===== src/rtl/reaction_timer_core_if.sv =====
// reaction_timer_core_if
//   Groups the control pulses and result outputs of the reaction timer.
//   master modport: the board/test side, drives start/stop/clr_best and
//                   observes the results.
//   slave  modport: the reaction_timer_core side.
//   Signals:
//     start, stop, clr_best : one-cycle pulses into the core
//     ledr                  : LED countdown bar (N_LEDS)
//     reaction_ms, best_ms  : last and best result (COUNT_W)
//     best_valid            : best_ms holds a real result
//     busy, done, false_start : status flags
interface reaction_timer_core_if #(
   parameter int N_LEDS  = 10,
   parameter int COUNT_W = 16
) ();
   logic               start;
   logic               stop;
   logic               clr_best;
   logic [N_LEDS-1:0]  ledr;
   logic [COUNT_W-1:0] reaction_ms;
   logic [COUNT_W-1:0] best_ms;
   logic               best_valid;
   logic               busy;
   logic               done;
   logic               false_start;

   modport master (
      output start, stop, clr_best,
      input  ledr, reaction_ms, best_ms, best_valid, busy, done, false_start
   );

   modport slave (
      input  start, stop, clr_best,
      output ledr, reaction_ms, best_ms, best_valid, busy, done, false_start
   );
endinterface


===== src/rtl/reaction_timer_core.sv =====
// reaction_timer_core
//   Reaction-timer engine: ms tick divider, LED countdown bar, LFSR random
//   delay, reaction counter with saturation, false-start detection and a
//   best-time register. All outputs are registered.
//   Ports:
//     clk   : single clock
//     rst_n : synchronous active-low reset
//     bus   : reaction_timer_core_if.slave (start/stop/clr_best in,
//             ledr/reaction_ms/best_ms/best_valid/busy/done/false_start out)
//   N_LEDS must be at least 2; CLK_PER_MS must be at least 2.
module reaction_timer_core #(
   parameter int                CLK_PER_MS   = 50000,
   parameter int                N_LEDS       = 10,
   parameter int                STEP_MS      = 500,
   parameter int                LFSR_W       = 14,
   parameter logic [LFSR_W-1:0] TAPS         = 14'h3802,
   parameter int                MIN_DELAY_MS = 1000,
   parameter int                COUNT_W      = 16
) (
   input  logic                  clk,
   input  logic                  rst_n,
   reaction_timer_core_if.slave  bus
);

   localparam int DIV_W  = $clog2(CLK_PER_MS);
   localparam int STEP_W = $clog2(STEP_MS + 1);
   localparam int DLY_W  = LFSR_W + 1;
   // One ms counter serves both the LED step and the random delay.
   localparam int MS_W   = (DLY_W > STEP_W) ? DLY_W : STEP_W;

   localparam logic [DIV_W-1:0]   DIV_LAST  = DIV_W'(CLK_PER_MS - 1);
   localparam logic [MS_W-1:0]    STEP_LAST = MS_W'(STEP_MS - 1);
   localparam logic [COUNT_W-1:0] COUNT_MAX = {COUNT_W{1'b1}};

   typedef enum logic [2:0] {
      S_IDLE   = 3'd0,
      S_LIGHTS = 3'd1,
      S_DELAY  = 3'd2,
      S_TIMING = 3'd3,
      S_DONE   = 3'd4,
      S_FOUL   = 3'd5
   } state_t;

   state_t               state_r, state_nxt_s;
   logic [DIV_W-1:0]     div_r, div_nxt_s;
   logic [MS_W-1:0]      ms_cnt_r, ms_nxt_s;
   logic [DLY_W-1:0]     delay_ms_r, delay_nxt_s;
   logic [LFSR_W-1:0]    lfsr_r;
   logic [COUNT_W-1:0]   cnt_r, cnt_nxt_s;
   logic [COUNT_W-1:0]   reaction_r, reaction_nxt_s;
   logic [COUNT_W-1:0]   best_r, best_nxt_s;
   logic                 valid_r, valid_nxt_s;
   logic [N_LEDS-1:0]    ledr_r, ledr_nxt_s;
   logic [N_LEDS-1:0]    ledr_shift_s;
   logic                 busy_r, done_r, foul_r;
   logic                 busy_nxt_s, done_nxt_s, foul_nxt_s;
   logic                 tick_s;
   logic [MS_W-1:0]      delay_last_s;

   // Fibonacci LFSR step; a non-zero seed never reaches all zeros.
   function automatic logic [LFSR_W-1:0] lfsr_next(input logic [LFSR_W-1:0] q);
      lfsr_next = {q[LFSR_W-2:0], ^(q & TAPS)};
   endfunction

   assign tick_s       = (div_r == DIV_LAST);
   assign ledr_shift_s = {1'b1, ledr_r[N_LEDS-1:1]};
   assign delay_last_s = MS_W'(delay_ms_r) - MS_W'(1);

   // Next-state, datapath and output-flag decode
   always_comb begin
      state_nxt_s    = state_r;
      ledr_nxt_s     = ledr_r;
      ms_nxt_s       = ms_cnt_r;
      cnt_nxt_s      = cnt_r;
      delay_nxt_s    = delay_ms_r;
      reaction_nxt_s = reaction_r;
      best_nxt_s     = best_r;
      valid_nxt_s    = valid_r;
      div_nxt_s      = div_r;

      case (state_r)
         S_IDLE, S_DONE, S_FOUL: begin
            if (bus.start) begin
               state_nxt_s = S_LIGHTS;
               ledr_nxt_s  = {N_LEDS{1'b0}};
            end else begin
               state_nxt_s = state_r;
            end
         end
         S_LIGHTS: begin
            if (bus.stop) begin
               state_nxt_s = S_FOUL;
               ledr_nxt_s  = {N_LEDS{1'b0}};
            end else if (tick_s) begin
               if (ms_cnt_r == STEP_LAST) begin
                  ms_nxt_s   = {MS_W{1'b0}};
                  ledr_nxt_s = ledr_shift_s;
                  // The bar is full exactly after N_LEDS steps.
                  if (&ledr_shift_s) begin
                     state_nxt_s = S_DELAY;
                     delay_nxt_s = DLY_W'(MIN_DELAY_MS) + {1'b0, lfsr_r};
                  end else begin
                     state_nxt_s = S_LIGHTS;
                  end
               end else begin
                  ms_nxt_s = ms_cnt_r + MS_W'(1);
               end
            end else begin
               state_nxt_s = S_LIGHTS;
            end
         end
         S_DELAY: begin
            if (bus.stop) begin
               state_nxt_s = S_FOUL;
               ledr_nxt_s  = {N_LEDS{1'b0}};
            end else if (tick_s) begin
               if (ms_cnt_r == delay_last_s) begin
                  state_nxt_s = S_TIMING;
                  ledr_nxt_s  = {N_LEDS{1'b0}};
                  cnt_nxt_s   = {COUNT_W{1'b0}};
               end else begin
                  ms_nxt_s = ms_cnt_r + MS_W'(1);
               end
            end else begin
               state_nxt_s = S_DELAY;
            end
         end
         S_TIMING: begin
            if (bus.stop) begin
               // Latch the value before any same-cycle tick increment.
               state_nxt_s    = S_DONE;
               reaction_nxt_s = cnt_r;
               if (!valid_r || (cnt_r < best_r)) begin
                  best_nxt_s  = cnt_r;
                  valid_nxt_s = 1'b1;
               end else begin
                  best_nxt_s  = best_r;
               end
            end else if (cnt_r == COUNT_MAX) begin
               state_nxt_s    = S_DONE;
               reaction_nxt_s = COUNT_MAX;
            end else if (tick_s) begin
               cnt_nxt_s = cnt_r + COUNT_W'(1);
            end else begin
               state_nxt_s = S_TIMING;
            end
         end
         default: begin
            state_nxt_s = S_IDLE;
            ledr_nxt_s  = {N_LEDS{1'b0}};
         end
      endcase

      // Clearing the best time overrides any same-cycle update.
      if (bus.clr_best) begin
         best_nxt_s  = COUNT_MAX;
         valid_nxt_s = 1'b0;
      end else begin
         valid_nxt_s = valid_nxt_s;
      end

      // Divider and ms counter restart on every state entry.
      if (state_nxt_s != state_r) begin
         div_nxt_s = {DIV_W{1'b0}};
         ms_nxt_s  = {MS_W{1'b0}};
      end else if (tick_s) begin
         div_nxt_s = {DIV_W{1'b0}};
      end else begin
         div_nxt_s = div_r + DIV_W'(1);
      end

      busy_nxt_s = (state_nxt_s == S_LIGHTS) || (state_nxt_s == S_DELAY) ||
                   (state_nxt_s == S_TIMING);
      done_nxt_s = (state_nxt_s == S_DONE);
      foul_nxt_s = (state_nxt_s == S_FOUL);
   end

   // FSM state register
   always_ff @(posedge clk) begin
      if (!rst_n) begin
         state_r <= S_IDLE;
      end else begin
         state_r <= state_nxt_s;
      end
   end

   // Datapath and registered output flags
   always_ff @(posedge clk) begin
      if (!rst_n) begin
         div_r      <= {DIV_W{1'b0}};
         ms_cnt_r   <= {MS_W{1'b0}};
         delay_ms_r <= {DLY_W{1'b0}};
         cnt_r      <= {COUNT_W{1'b0}};
         reaction_r <= {COUNT_W{1'b0}};
         best_r     <= COUNT_MAX;
         valid_r    <= 1'b0;
         ledr_r     <= {N_LEDS{1'b0}};
         busy_r     <= 1'b0;
         done_r     <= 1'b0;
         foul_r     <= 1'b0;
      end else begin
         div_r      <= div_nxt_s;
         ms_cnt_r   <= ms_nxt_s;
         delay_ms_r <= delay_nxt_s;
         cnt_r      <= cnt_nxt_s;
         reaction_r <= reaction_nxt_s;
         best_r     <= best_nxt_s;
         valid_r    <= valid_nxt_s;
         ledr_r     <= ledr_nxt_s;
         busy_r     <= busy_nxt_s;
         done_r     <= done_nxt_s;
         foul_r     <= foul_nxt_s;
      end
   end

   // Free-running random source, advances in every state
   always_ff @(posedge clk) begin
      if (!rst_n) begin
         lfsr_r <= {LFSR_W{1'b1}};
      end else begin
         lfsr_r <= lfsr_next(lfsr_r);
      end
   end

   assign bus.ledr        = ledr_r;
   assign bus.reaction_ms = reaction_r;
   assign bus.best_ms     = best_r;
   assign bus.best_valid  = valid_r;
   assign bus.busy        = busy_r;
   assign bus.done        = done_r;
   assign bus.false_start = foul_r;

endmodule


===== src/flat_wrapper.sv =====
// flat-port wrapper written by rule: the top's interface ports become plain ports
module reaction_timer_core_flat 
#(
   parameter int                CLK_PER_MS   = 50000,
   parameter int                N_LEDS       = 10,
   parameter int                STEP_MS      = 500,
   parameter int                LFSR_W       = 14,
   parameter logic [LFSR_W-1:0] TAPS         = 14'h3802,
   parameter int                MIN_DELAY_MS = 1000,
   parameter int                COUNT_W      = 16
)
  (clk, rst_n, bus_start, bus_stop, bus_clr_best, bus_ledr, bus_reaction_ms, bus_best_ms, bus_best_valid, bus_busy, bus_done, bus_false_start);
  reaction_timer_core_if #(.N_LEDS(N_LEDS), .COUNT_W(COUNT_W)) bus_i ();
  input  logic clk;
  input  logic rst_n;
  input wire logic [$bits(bus_i.start)-1:0] bus_start;
  input wire logic [$bits(bus_i.stop)-1:0] bus_stop;
  input wire logic [$bits(bus_i.clr_best)-1:0] bus_clr_best;
  output wire logic [$bits(bus_i.ledr)-1:0] bus_ledr;
  output wire logic [$bits(bus_i.reaction_ms)-1:0] bus_reaction_ms;
  output wire logic [$bits(bus_i.best_ms)-1:0] bus_best_ms;
  output wire logic [$bits(bus_i.best_valid)-1:0] bus_best_valid;
  output wire logic [$bits(bus_i.busy)-1:0] bus_busy;
  output wire logic [$bits(bus_i.done)-1:0] bus_done;
  output wire logic [$bits(bus_i.false_start)-1:0] bus_false_start;
  assign bus_i.start = bus_start;
  assign bus_i.stop = bus_stop;
  assign bus_i.clr_best = bus_clr_best;
  assign bus_ledr = bus_i.ledr;
  assign bus_reaction_ms = bus_i.reaction_ms;
  assign bus_best_ms = bus_i.best_ms;
  assign bus_best_valid = bus_i.best_valid;
  assign bus_busy = bus_i.busy;
  assign bus_done = bus_i.done;
  assign bus_false_start = bus_i.false_start;
  reaction_timer_core #(.CLK_PER_MS(CLK_PER_MS), .N_LEDS(N_LEDS), .STEP_MS(STEP_MS), .LFSR_W(LFSR_W), .TAPS(TAPS), .MIN_DELAY_MS(MIN_DELAY_MS), .COUNT_W(COUNT_W)) u_core (.clk(clk), .rst_n(rst_n), .bus(bus_i));
endmodule

===== config.mk =====
export PLATFORM = sky130hd
export DESIGN_NAME = reaction_timer_core_flat
export DESIGN_NICKNAME = d
export VERILOG_FILES = /design/src/rtl/reaction_timer_core_if.sv /design/src/rtl/reaction_timer_core.sv /design/src/flat_wrapper.sv
export SDC_FILE = /design/constraint.sdc
export NUM_CORES = 1
export LEC_CHECK = 0
export BUFFER_PORTS_ARGS = -buffer_cell sky130_fd_sc_hd__buf_2
export CELL_PAD_IN_SITES_DETAIL_PLACEMENT = 1
export CELL_PAD_IN_SITES_GLOBAL_PLACEMENT = 1
export CORE_ASPECT_RATIO = 1.4
export CORE_MARGIN = 2
export CORE_UTILIZATION = 25
export CTS_BUF_LIST = sky130_fd_sc_hd__clkbuf_4 sky130_fd_sc_hd__clkbuf_8 sky130_fd_sc_hd__clkbuf_16
export DETAILED_ROUTE_END_ITERATION = 8
export PLACE_DENSITY_LB_ADDON = 0.1
export SYNTH_ARGS = -nofsm -noshare
export SYNTH_HDL_FRONTEND = slang
export SYNTH_SLANG_ARGS = --single-unit

===== constraint.sdc =====
create_clock -name clk -period 4.15 [get_ports clk]
set_input_delay 0.6225 -clock clk [delete_from_list [all_inputs] [get_ports clk]]
set_output_delay 0.6225 -clock clk [all_outputs]
set_load 0.01 [all_outputs]

After elaboration in Yosys (flattened, before gate mapping) --
Index checks and enable logic that the tools add are counted. Widths: inputs -> output; s select.
Cells by class: order comparisons 1, bitwise logic cells 3, $add $sub $neg 5, multiplexer cells 36, reductions and logical operators 20, equal/unequal tests 29
Operator list (number):
- $mux 16 | 8
- $mux 15 | 6
- $mux 10 | 7
- $pmux 10 s4 | 1
- $add 16x1->16 const B | 2
- $eq 16x16->1 const B | 2
- $pmux 16 s2 | 1
- $mux 3 | 10
- $pmux 15 s2 | 1
- $lt 16x16->1 | 1
- $add 10x14->15 const A | 1
- $add 15x1->15 const B | 1
- $eq 15x15->1 | 1
- $eq 15x9->1 const B | 1
- $sub 15x1->15 const B | 1
- $reduce_xor 14->1 | 1
- $reduce_and 13->1 | 1
- $eq 3x2->1 const B | 4
- $eq 3x3->1 const B | 4
- $ne 2x2->1 const B | 6
- $ne 3x2->1 const B | 4
- $pmux 3 s4 | 1
- $reduce_and 6->1 | 2
- $reduce_and 9->1 | 1
- 14 further kinds | 26
Storage, ports and cells: output and inout port bits 46, flip-flop bits (word level) 125

Longest topological paths before layout --
word-level depth 9, gate-level depth with buffers 13, depth with buffers taken out 10

Least setup slack after synthesis --
No wires, ideal clock.
kind register to register, from register u_core.delay_ms_r[0], to register u_core.ms_cnt_r[0], cell stages (with the launch flop) 14, setup time 0.127 ns, arrival 3.132 ns, slack 0.891 ns, period minus slack after synthesis 3.259 ns, data required time 4.023 ns, path buffers 3, path through dfxtp_1 inv_1 ha_1 nor3b_4 nor3b_2 xnor2_1 or4_1 or3_1 buf_2 o41ai_4 buf_2 buf_4 xor2_1 nor2_1
Between the ends: word-level cells in the longest chain between the ends 8
Ends and longest elaborated chain:
- start: declaration | RTL line reaction_timer_core.sv:47 | logic [DLY_W-1:0] delay_ms_r, delay_nxt_s;
- start signal: assignment | RTL line reaction_timer_core.sv:192 | delay_ms_r <= {DLY_W{1'b0}};
- start signal: assignment | RTL line reaction_timer_core.sv:204 | delay_ms_r <= delay_nxt_s;
- $sub 15x1->15 (*) | RTL line reaction_timer_core.sv:67 | assign delay_last_s = MS_W'(delay_ms_r) - MS_W'(1);
- $eq 15x15->1 (*) | RTL line reaction_timer_core.sv:117 | if (ms_cnt_r == delay_last_s) begin
- $mux 3 | RTL line reaction_timer_core.sv:117
- $mux 3 | RTL line reaction_timer_core.sv:116 | end else if (tick_s) begin
- $mux 3 | RTL line reaction_timer_core.sv:113 | if (bus.stop) begin
- $pmux 3 s4 | RTL line reaction_timer_core.sv:81 | case (state_r)
- $ne 3x3->1 | RTL line reaction_timer_core.sv:163 | if (state_nxt_s != state_r) begin
- $reduce_or 2->1 (no line)
- end signal: assignment | RTL line reaction_timer_core.sv:191 | ms_cnt_r <= {MS_W{1'b0}};
- end signal: assignment | RTL line reaction_timer_core.sv:203 | ms_cnt_r <= ms_nxt_s;
- end: declaration | RTL line reaction_timer_core.sv:46 | logic [MS_W-1:0] ms_cnt_r, ms_nxt_s;
Every way passes the cells marked *; elsewhere a longest branch is shown, timed or not. A chain may end at the register's enable or synchronous reset.

Worst setup path after layout --
from register u_core.delay_ms_r[0], to register u_core.cnt_r[8]
Between the ends: word-level cells in the longest chain between the ends 4
Ends and longest elaborated chain:
- $sub 15x1->15 | RTL line reaction_timer_core.sv:67
- $eq 15x15->1 | RTL line reaction_timer_core.sv:117
- $ne 2x1->1 (no line)
- $reduce_and 7->1 (no line)
- end signal: assignment | RTL line reaction_timer_core.sv:193 | cnt_r <= {COUNT_W{1'b0}};
- end signal: assignment | RTL line reaction_timer_core.sv:205 | cnt_r <= cnt_nxt_s;
- end: declaration | RTL line reaction_timer_core.sv:49 | logic [COUNT_W-1:0] cnt_r, cnt_nxt_s;
No other way between the ends.

==> results.md <==
- Syn Std Cell Area: 6137 µm²
- CP max stage cell: o41a_1
- Die H: approximately 190 µm
- Hold slack: about 0.45 ns
- Clock share of power: 0.550
- Max cap viols: 0
- Mapped Cells: 695
- Startpoint class of the critical path: register
- Crit-path most repeated cell: or4_1
- Row cnt: 67
- Post-synth EDFFs: 0
- Nets: 767
- FFs w/ async S/R, synth: 0
- Post-route ant nets: 0
- Total setup buffers inserted after CTS: 0
- Gpl congestion: approximately 0.77
- Internal power: 0.002224 W
- Hold Path Class: register to register
- Core Area: roughly 24,000 µm²
- First-pass GRT wire length: approximately 30,000 µm
- Vias per inst: 4.980
- Resized Gates After CTS: 0
- Critical path, cell by cell: inv_1 > ha_1 > nor3b_4 > nor3b_2 > xnor2_1 > or4_1 > or3_1 > o41a_1 > or4_1 > a21oi_1
- Max Fclk: 262.2 MHz
- Clock latency on the worst-skew pair: around 0.42 ns
- Grt ovf: 0
- Hold Path Origin: u_core.div_r[0]
- Mean Syn Cell Area: 8.830 µm²
- N_diodes: 0
- Met3 Track Usage GR: 0.02436
- WL final: 18,550 µm
- Hold EP: u_core.div_r[0]
- P&R area growth vs syn: 20.16%
- Drt wl/cell: 17.43 µm
- Peak supply drop: 284.1 µV
- Worst Hold Depth: 1
- Switching Share: 0.2289
- Crit path DAT: between 4 and 5 ns
- Initial DRC Count: around 180
- Final hold violation count: 0
- H-tree levels: 4
- Worst R2R End: u_core.cnt_r[8]
- Synthesized net count: 721
- Least-Margin Pin Slew: around 0.96 ns
- Post-DP HPWL: about 14,000 µm
- Unrepaired setup endpoints after global routing: false
- GRT Max-Usage Layer: met2
- Die area: ~26,000 µm²
- Critical Path End Type: register
- Routing usage on met2: 0.3021
- R2r setup slk: 0.34 ns
- Kind of critical path: register to register
- Min Tclk post-route: 3.813 ns
- Initial DRT Pass Iterations: 4
- Slew HR: 0.3631
- LEAKAGE: slightly below 3 nW
- Synth Register Bits: 125
- Cell class contributing the biggest share of worst-path delay: simple AND/OR/NAND/NOR gates
- Power Dens Cells: 391.1 nW/µm²
- # IOs: 51
- Clk sinks: 125
- GRT Total Usage: 0.1511
- Die width: between 100 and 150 µm
- Worst EP required: 4.49 ns
- Crit-path max FO: 20
- RR Startpoint: u_core.delay_ms_r[0]
- Number of global-route vias before repair: around 5,600
- Setup violations, final: 0
- Detailed-route DRC error count: 0
- Initial antenna violation count: 0
- Clock skew: around 0.0084 ns
- Post-synth top flop: dfxtp_1
- Port Buffers: 50
- Pin count of the biggest net entering global routing: 32
- Bufs on Longest Clock Path: 2
- Reg2reg path depth: 10
- Initial Util: 0.2551
- Gate power share: 0.028
- Post-synthesis cell type count: 62
- Root Buffer: clkbuf_16
- Setup TNS: 0 ns
- Via count: 5,299
- Status: complete, no violations
- Register share of total power: 0.422
- Layout cell share with drive strength beyond 1: 0.1671
- Slew Limit Fails: 0
- Fin crit share: 0.9189
- Worst-path clk slew: 0.06 ns
- Num CTS Buffers: 17
- CTS Hold Bufs: 0
- CTS tree: done
- Seq/Total Area, Yosys: 0.4077
- Synth Warn #: 0
- NetSw: approximately 0.00066 W
- Largest stage delay, worst path: 0.63 ns
- Met1 Track Usage GR: 0.1523
- Bufs and invs on worst path: 1
-- cells by family after synthesis --
kind of cell	count (synthesis)	synth area share
and+or+nand+nor	270	0.2332
AOI/OAI and AO/OA	158	0.1927
DFF	125	0.4077
buffers and inverters	66	0.04200
xor gates and xnor gates	42	0.05994
adders and majority gates	21	0.04281
muxes	13	0.02161
-- synthesized netlist by cell type, types with 9 or more instances --
cell | count | area share
ha_1 | 21 | 0.043
o211ai_1 | 18 | 0.022
clkbuf_1 | 32 | 0.020
or4_1 | 13 | 0.016
nand2b_1 | 19 | 0.019
a22o_1 | 9 | 0.013
a211oi_1 | 14 | 0.017
nor2_1 | 61 | 0.037
o31ai_1 | 14 | 0.017
nand4_1 | 16 | 0.016
o221a_2 | 16 | 0.029
xor2_1 | 18 | 0.026
nand2_1 | 51 | 0.031
or3_1 | 10 | 0.010
nand3_1 | 27 | 0.022
and3_1 | 14 | 0.014
mux2i_1 | 11 | 0.018
dfxtp_1 | 125 | 0.41
and2_1 | 12 | 0.012
a21oi_1 | 33 | 0.027
inv_1 | 28 | 0.017
xnor2_1 | 24 | 0.034
nor3_1 | 10 | 0.0082
-- flip-flops by register name (all words and copies together), names as in the netlist --
register and cells:
u_core.bus.best_ms 16, u_core.bus.reaction_ms 16, u_core.cnt_r 16, u_core.div_r 16
u_core.delay_ms_r 15, u_core.ms_cnt_r 15, u_core.lfsr_r 14, u_core.bus.ledr 10
u_core.state_r 3, u_core.bus.best_valid 1, u_core.bus.busy 1, u_core.bus.done 1
u_core.bus.false_start 1
-- cell usage in the layout (no fill, tap or decap), types with 9 or more instances in the layout --
master	count
a211oi_1	13
a21oi_1	33
a22o_1	9
and2_1	12
and3_1	14
buf_2	50
buf_4	15
clkbuf_16	17
dfxtp_1	125
ha_1	21
inv_1	28
mux2i_1	11
nand2_1	51
nand2b_1	19
nand3_1	27
nand4_1	16
nor2_1	61
nor3_1	9
o211ai_1	18
o221a_2	16
o31ai_1	14
or3_1	10
or4_1	13
xnor2_1	24
xor2_1	18
-- area by class of cell --
class	count	area, µm²
clock inverters	12	161.4
flip-flops and latches	125	2502
fillers	2829	16680
repair buffers	65	362.8
multi-input cells	504	3395
inverters	28	105.1
well taps	310	387.9
clock buffers	20	460.4
-- worst reg2reg max path: stages (launching register included) --
cell     delay (ns)
dfxtp_1        0.36
inv_1          0.08
ha_1           0.20
nor3b_4        0.33
nor3b_2        0.30
xnor2_1        0.10
or4_1          0.49
or3_1          0.50
o41a_1         0.63
or4_1          0.59
a21oi_1        0.17
-- metrics by stage --
stage | cells | area [µm²] | worst slack (ns) | util | power [W]
2_1_floorplan | 695 | 6137 | 0.8909 | - | 0.001295
4_1_cts | 1064 | 7375 | 0.3139 | 0.3065 | 0.002935
3_5_place_dp | 1032 | 6753 | 0.3437 | 0.2807 | 0.001328
3_3_place_gp | 1032 | 6753 | 0.5314 | 0.2807 | 0.001325
5_1_grt | 1064 | 7375 | 0.06516 | 0.3065 | 0.003000
6_report | 1064 | 7375 | 0.3368 | 0.3065 | 0.002884
-- metal layers --
| layer | up-vias | part of all wire |
|---|---|---|
| met5 | - | 0 |
| met3 | 23 | 0.016 |
| met2 | 58 | 0.57 |
| li1 | 2627 | - |
| met1 | 2591 | 0.39 |
| met4 | 0 | 0.022 |
-- power by group through the flow --
stage	sequential (W)	combinational, W	clock (W)
finish	0.00122	0.0000817	0.00159
global route	0.00122	0.0000918	0.00169
CTS	0.00122	0.0000844	0.00163
detailed placement	0.00124	0.0000842	0
global placement	0.00124	0.0000821	0
floorplan	0.00124	0.0000546	0
-- worst max-delay path by stage --
stage | startpoint | end | slack, ns | depth (start not counted)
CTS | u_core.delay_ms_r[0] | u_core.cnt_r[8] | 0.31 | 10
finish | u_core.delay_ms_r[0] | u_core.cnt_r[8] | 0.34 | 10
detailed placement | u_core.delay_ms_r[0] | u_core.cnt_r[8] | 0.34 | 10
floorplan | u_core.delay_ms_r[0] | u_core.ms_cnt_r[0] | 0.89 | 13
global placement | u_core.delay_ms_r[0] | u_core.cnt_r[3] | 0.53 | 10
global route | u_core.delay_ms_r[0] | u_core.cnt_r[8] | 0.07 | 10
No activity file was read; power rests on OpenSTA's default activity.
